===== src/rtl/l2_fill_ctrl.sv =====
// l2_fill_ctrl: owns the L2 way write port. Serialises read-miss fills,
// snoop invalidates and whole-cache flush sweeps onto one registered write port.
module l2_fill_ctrl #(
  parameter int FLUSH_ENTRIES = 1024
) (
  input  logic        clk,
  input  logic        rst_n,
  input  logic        miss_req,
  input  logic [25:0] miss_a,
  output logic        mem_req,
  output logic [25:0] mem_a,
  input  logic        mem_rdy,
  input  logic [31:0] mem_d,
  input  logic        snp_wr,
  input  logic [25:0] snp_a,
  input  logic        flush_req,
  output logic [25:0] wra,
  output logic [31:0] wrd,
  output logic [3:0]  wrm,
  output logic        wr,
  output logic        clr,
  output logic        all,
  output logic        busy,
  output logic        fill_done
);

  localparam logic [1:0] IDLE  = 2'd0;
  localparam logic [1:0] FETCH = 2'd1;
  localparam logic [1:0] FILL  = 2'd2;
  localparam logic [1:0] FLUSH = 2'd3;
  localparam logic [9:0] LAST_IDX = 10'(FLUSH_ENTRIES - 1);

  logic [1:0]  state_reg, state_next;
  logic [25:0] miss_addr_reg, miss_addr_next;
  logic [31:0] data_reg, data_next;
  logic        stale_reg, stale_next;
  logic        pend_snp_reg, pend_snp_next;
  logic [25:0] pend_snp_a_reg, pend_snp_a_next;
  logic        pend_flush_reg, pend_flush_next;
  logic [9:0]  cnt_reg, cnt_next;

  logic        mem_req_reg, mem_req_next;
  logic [25:0] mem_a_reg, mem_a_next;
  logic [25:0] wra_reg, wra_next;
  logic [31:0] wrd_reg, wrd_next;
  logic [3:0]  wrm_reg, wrm_next;
  logic        wr_reg, wr_next;
  logic        clr_reg, clr_next;
  logic        all_reg, all_next;
  logic        busy_reg, busy_next;
  logic        fill_done_reg, fill_done_next;
  logic        snp_hit;

  always_comb begin
    state_next      = state_reg;
    miss_addr_next  = miss_addr_reg;
    data_next       = data_reg;
    stale_next      = stale_reg;
    pend_snp_next   = pend_snp_reg;
    pend_snp_a_next = pend_snp_a_reg;
    pend_flush_next = pend_flush_reg;
    cnt_next        = cnt_reg;
    mem_req_next    = mem_req_reg;
    mem_a_next      = mem_a_reg;
    wra_next        = wra_reg;
    wrd_next        = wrd_reg;
    wrm_next        = wrm_reg;
    wr_next         = 1'b0;
    clr_next        = 1'b0;
    all_next        = 1'b0;
    fill_done_next  = 1'b0;
    snp_hit         = snp_wr && (snp_a == miss_addr_reg);

    case (state_reg)
      IDLE: begin
        if (flush_req || pend_flush_reg) begin
          // A flush wipes everything, so a queued snoop is redundant.
          state_next      = FLUSH;
          cnt_next        = '0;
          pend_flush_next = 1'b0;
          pend_snp_next   = 1'b0;
          wr_next         = 1'b1;
          clr_next        = 1'b1;
          all_next        = 1'b1;
          wra_next        = '0;
          wrm_next        = 4'hF;
        end else if (snp_wr) begin
          wr_next  = 1'b1;
          clr_next = 1'b1;
          wra_next = snp_a;
          wrm_next = 4'hF;
        end else if (pend_snp_reg) begin
          pend_snp_next = 1'b0;
          wr_next       = 1'b1;
          clr_next      = 1'b1;
          wra_next      = pend_snp_a_reg;
          wrm_next      = 4'hF;
        end else if (miss_req && !fill_done_reg) begin
          // The requester is still dropping MissReq in the cycle after FillDone.
          state_next     = FETCH;
          miss_addr_next = miss_a;
          mem_req_next   = 1'b1;
          mem_a_next     = miss_a;
          stale_next     = 1'b0;
        end
      end

      FETCH: begin
        if (snp_wr) begin
          wr_next  = 1'b1;
          clr_next = 1'b1;
          wra_next = snp_a;
          wrm_next = 4'hF;
        end
        if (snp_hit) begin
          stale_next = 1'b1;
        end
        if (flush_req) begin
          pend_flush_next = 1'b1;
        end
        if (mem_rdy) begin
          data_next    = mem_d;
          mem_req_next = 1'b0;
          state_next   = FILL;
        end
      end

      FILL: begin
        wr_next        = 1'b1;
        wra_next       = miss_addr_reg;
        wrd_next       = data_reg;
        wrm_next       = 4'hF;
        clr_next       = stale_reg || snp_hit || pend_flush_reg || flush_req;
        fill_done_next = 1'b1;
        state_next     = IDLE;
        if (flush_req) begin
          pend_flush_next = 1'b1;
        end
        // The port is busy with the fill; park the snoop for the next IDLE cycle.
        if (snp_wr) begin
          pend_snp_next   = 1'b1;
          pend_snp_a_next = snp_a;
        end
      end

      FLUSH: begin
        if (flush_req) begin
          cnt_next = '0;
          wr_next  = 1'b1;
          clr_next = 1'b1;
          all_next = 1'b1;
          wra_next = '0;
        end else if (cnt_reg == LAST_IDX) begin
          state_next = IDLE;
        end else begin
          cnt_next = cnt_reg + 10'd1;
          wr_next  = 1'b1;
          clr_next = 1'b1;
          all_next = 1'b1;
          wra_next = {16'd0, cnt_next};
        end
      end

      default: begin
        state_next = IDLE;
      end
    endcase

    busy_next = (state_next != IDLE);
  end

  always_ff @(posedge clk or negedge rst_n) begin
    if (!rst_n) begin
      state_reg      <= IDLE;
      miss_addr_reg  <= '0;
      data_reg       <= '0;
      stale_reg      <= 1'b0;
      pend_snp_reg   <= 1'b0;
      pend_snp_a_reg <= '0;
      pend_flush_reg <= 1'b0;
      cnt_reg        <= '0;
      mem_req_reg    <= 1'b0;
      mem_a_reg      <= '0;
      wra_reg        <= '0;
      wrd_reg        <= '0;
      wrm_reg        <= '0;
      wr_reg         <= 1'b0;
      clr_reg        <= 1'b0;
      all_reg        <= 1'b0;
      busy_reg       <= 1'b0;
      fill_done_reg  <= 1'b0;
    end else begin
      state_reg      <= state_next;
      miss_addr_reg  <= miss_addr_next;
      data_reg       <= data_next;
      stale_reg      <= stale_next;
      pend_snp_reg   <= pend_snp_next;
      pend_snp_a_reg <= pend_snp_a_next;
      pend_flush_reg <= pend_flush_next;
      cnt_reg        <= cnt_next;
      mem_req_reg    <= mem_req_next;
      mem_a_reg      <= mem_a_next;
      wra_reg        <= wra_next;
      wrd_reg        <= wrd_next;
      wrm_reg        <= wrm_next;
      wr_reg         <= wr_next;
      clr_reg        <= clr_next;
      all_reg        <= all_next;
      busy_reg       <= busy_next;
      fill_done_reg  <= fill_done_next;
    end
  end

  assign mem_req   = mem_req_reg;
  assign mem_a     = mem_a_reg;
  assign wra       = wra_reg;
  assign wrd       = wrd_reg;
  assign wrm       = wrm_reg;
  assign wr        = wr_reg;
  assign clr       = clr_reg;
  assign all       = all_reg;
  assign busy      = busy_reg;
  assign fill_done = fill_done_reg;

endmodule


===== config.mk =====
export PLATFORM = sky130hd
export DESIGN_NAME = l2_fill_ctrl
export DESIGN_NICKNAME = d
export VERILOG_FILES = /design/src/rtl/l2_fill_ctrl.sv
export SDC_FILE = /design/constraint.sdc
export NUM_CORES = 1
export LEC_CHECK = 0
export ABC_AREA = 1
export BUFFER_PORTS_ARGS = -buffer_cell sky130_fd_sc_hd__clkbuf_2
export CORE_AREA = 10 10 134 136
export CTS_CLUSTER_SIZE = 25
export DETAILED_ROUTE_END_ITERATION = 8
export DIE_AREA = 0 0 144 146
export MAX_ROUTING_LAYER = met4
export PLACE_DENSITY = 0.75
export SLEW_MARGIN = 20
export SYNTH_ARGS = -nofsm -noshare
export SYNTH_HDL_FRONTEND = slang
export SYNTH_SLANG_ARGS = --single-unit

===== constraint.sdc =====
create_clock -name clk -period 3.3 [get_ports clk]
set_input_delay 0.495 -clock clk [delete_from_list [all_inputs] [get_ports clk]]
set_output_delay 0.495 -clock clk [all_outputs]
set_load 0.05 [all_outputs]

==> results.toml <==
[global_routing]
grt_pass1_vias = 6604
grt_pass1_wl_mm = 34.33
overflow = 0
grt_max_degree = 58
grt_util_all_layers_pct = 21.07
grt_antenna_before_repair = 1

[clock_network]
clockRootBuffer = "clkbuf_16"
htree_levels = 4
clock-sinks = 164
clock_latency_ns = 0.42
cts.repair.resized = 0
cts_setup_buffers = 0
cts_max_path_buffers = 2
clk_pin_slew_worst_paths_ns = 0.07
cts_hold_buf = 0
cts_made_buffers = 17
cts_tree = "built"

[route]
drt_iter0_markers = 446
drc = 0
vias_per_cell = 5.069
vias = 6797
wl_per_cell_microns = 16.02
routed_wl_mm = 21.48
firstDrtPassIters = 5
ant_nets = 0

[cells_and_area]
drive_gt1_share_pct = 22.91
nets = 1230
fillers = 1450
multi_input_area_sq_mm = 0.002999
final_area_sq_mm = 0.009204
final-seq-area_sq_mm = 0.004104
area_growth_pct = 20.41

[die]
io_pins = 184
die_area_sq_mm = 0.02102
die_w_microns = 144
coreArea_sq_mm = 0.01548
die_h_microns = 146
initial_core_util_pct = 49.37
row_count = 46

[synth]
synth_top_area_share_pct = 53.69
synth_edf_count = 0
syn_nets = 1056
synth_ff_type = "dfrtp_1"
syn-instance-count = 961
synth_most_common_cell = "nand2_1"
synth_common_cells = "429 x nand2_1, 164 x dfrtp_1, 97 x o21ai_0"
avgSynthCellArea_sq_um = 7.954
async_flop_share_pct = 100.0
synth_area_leader_cell = "dfrtp_1"
synthDistinctLibCells = 35
synth_area_sq_mm = 0.007644
synth_seq_cells = 164
synth_area_leaders = "dfrtp_1 54%, nand2_1 21%, o21ai_0 6.4%"
synth-seq-area-share_pct = 53.69
ys_warn_count = 0

[sta]
fmax_mhz = 416.7
slew_violations = 0
layout_min_cycle_time_ns = 2.400
tns_ns = 0
timing.slew.headroom_pct = 57.61
finalHoldViolCount = 0
finalCritPeriodShare_pct = 72.73
setup_viol = 0
rsz0062_at_grt = "false"
fin_skew_ns = 0.007150
tightest_slew_ns = 0.6344

[flow_run]
drv_cap = 0

[power_and_ir_drop]
power_frac_comb_pct = 46.2
netSwitchingPower_mw = 4.844
power.share.sequential_pct = 34.9
intPower_mw = 4.932
switching_share_pct = 49.55
ir_drop_mv = 0.5386
power.density_mw_per_mm2 = 1062
power_frac_clock_pct = 18.9
p_leak_nw = 5.095

[worst_setup_path]
critPathTopFamily = "buffers and inverters"
cp_common_cell = "inv_1"
crit_arrival_ns = 2.70
setup.worst_path.start_class = "register"
cp_max_fo = 17
crit_required_ns = 3.60
crit_chain = "inv_1 > ha_1 > inv_1 > nand2_1 > buf_4 > inv_1 > a22oi_1 > o21ai_0 > a21oi_1 > o21ai_2"
end_kind = "register"
cp_slowest_cell = "ha_1"
max_stage_delay_ns = 0.42
critPathKind = "reg -> reg"
crit_buf_inv = 4

[placement]
routabilityCongestion = 0.9078
place_area_sq_mm = 0.008657
hpwlAfterDp_mm = 15.66
port-buffer-count = 183

[status]
status = "completed"

[min_path]
hold_path_class = "in -> async"
## logic make-up (layout without fill, tap and decap cells)
group | after synthesis | after routing | share of synthesized area (%)
simple gates | 528 | 528 | 27.89
flops | 164 | 164 | 53.69
compound gates | 136 | 136 | 9.445
buf+inv | 120 | 307 | 7.137
fa+ha+maj | 5 | 5 | 0.8185
xor+xnor | 5 | 5 | 0.5730
mux | 3 | 3 | 0.4419
other cells | 0 | 1 | 0
## final timing paths
check                              from           end  slack (ns)  depth (start not counted)
max                        state_reg[0]       wra[18]        0.90                         10
max reg2reg                state_reg[0]       wra[18]        0.90                         10
min                               rst_n   data_reg[8]        0.02                          1
min reg2reg                      wrd[1]        wrd[1]        0.47                          2
min in group clk              mem_d[19]  data_reg[19]        0.26                          3
max in group asynchronous         rst_n            wr        2.44                          2
## through the flow
step	util (%)	hold slack [ns]	power [mW]	cells	setup slack, ns
after global placement	55.92	0.4542	7.873	1308	1.003
after CTS	59.43	0.02458	9.855	1340	0.9322
after detailed placement	55.92	0.4564	7.974	1308	0.9307
after floorplan	-	0.1994	6.749	961	1.649
final	59.45	0.01516	9.777	1341	0.9000
after global routing	59.45	0.04035	10.43	1341	0.6659
## power by group through the flow
stage	Combinational [mW]	Clock, mW	Sequential [mW]
after floorplan	1.86	0	4.89
after global placement	4.47	0	3.40
after detailed placement	4.55	0	3.42
after CTS	4.56	1.89	3.41
after global routing	4.95	1.97	3.51
final	4.51	1.85	3.41
## cell usage in the layout, fill, tap and decap left out, types with 3 or more instances in the layout
| cell type | Yosys | layout |
|---|---|---|
| mux2_2 | 3 | 3 |
| o21ai_0 | 97 | 97 |
| o22ai_1 | 4 | 4 |
| nand3_1 | 16 | 16 |
| clkbuf_2 | 0 | 182 |
| inv_6 | 0 | 8 |
| inv_2 | 5 | 5 |
| dfrtp_1 | 164 | 164 |
| nor2_1 | 48 | 48 |
| a21oi_1 | 20 | 20 |
| buf_4 | 13 | 12 |
| nor3_1 | 3 | 3 |
| nand4_1 | 5 | 5 |
| clkinvlp_4 | 0 | 3 |
| ha_1 | 5 | 5 |
| nand2_1 | 429 | 429 |
| nor2_4 | 4 | 5 |
| xor2_1 | 3 | 3 |
| o211ai_1 | 3 | 3 |
| a22oi_1 | 6 | 6 |
| nand2_2 | 16 | 16 |
| clkbuf_16 | 0 | 17 |
| inv_1 | 73 | 73 |
## layout make-up
class                   count  share of cell area (%)
diodes                      1                 0.02719
clock buffers              18                   4.663
clock inverters            14                   1.251
inverters                  80                   3.276
multi-input cells         677                   32.59
flip-flops and latches    164                   44.59
well taps                 192                   2.610
repair buffers            195                   11.00
## per-layer routing
layer  global-route usage [%]  share of wire [%]  vias to the layer above
met1                    27.05                 44                     3181
met3                    5.744                8.1                       30
met2                    31.37                 46                      246
met4                    7.354                2.0                        0
met5                        -                  0                        -
li1                         -                  -                     3340
Note: power is estimated with default switching activity, not from simulation.
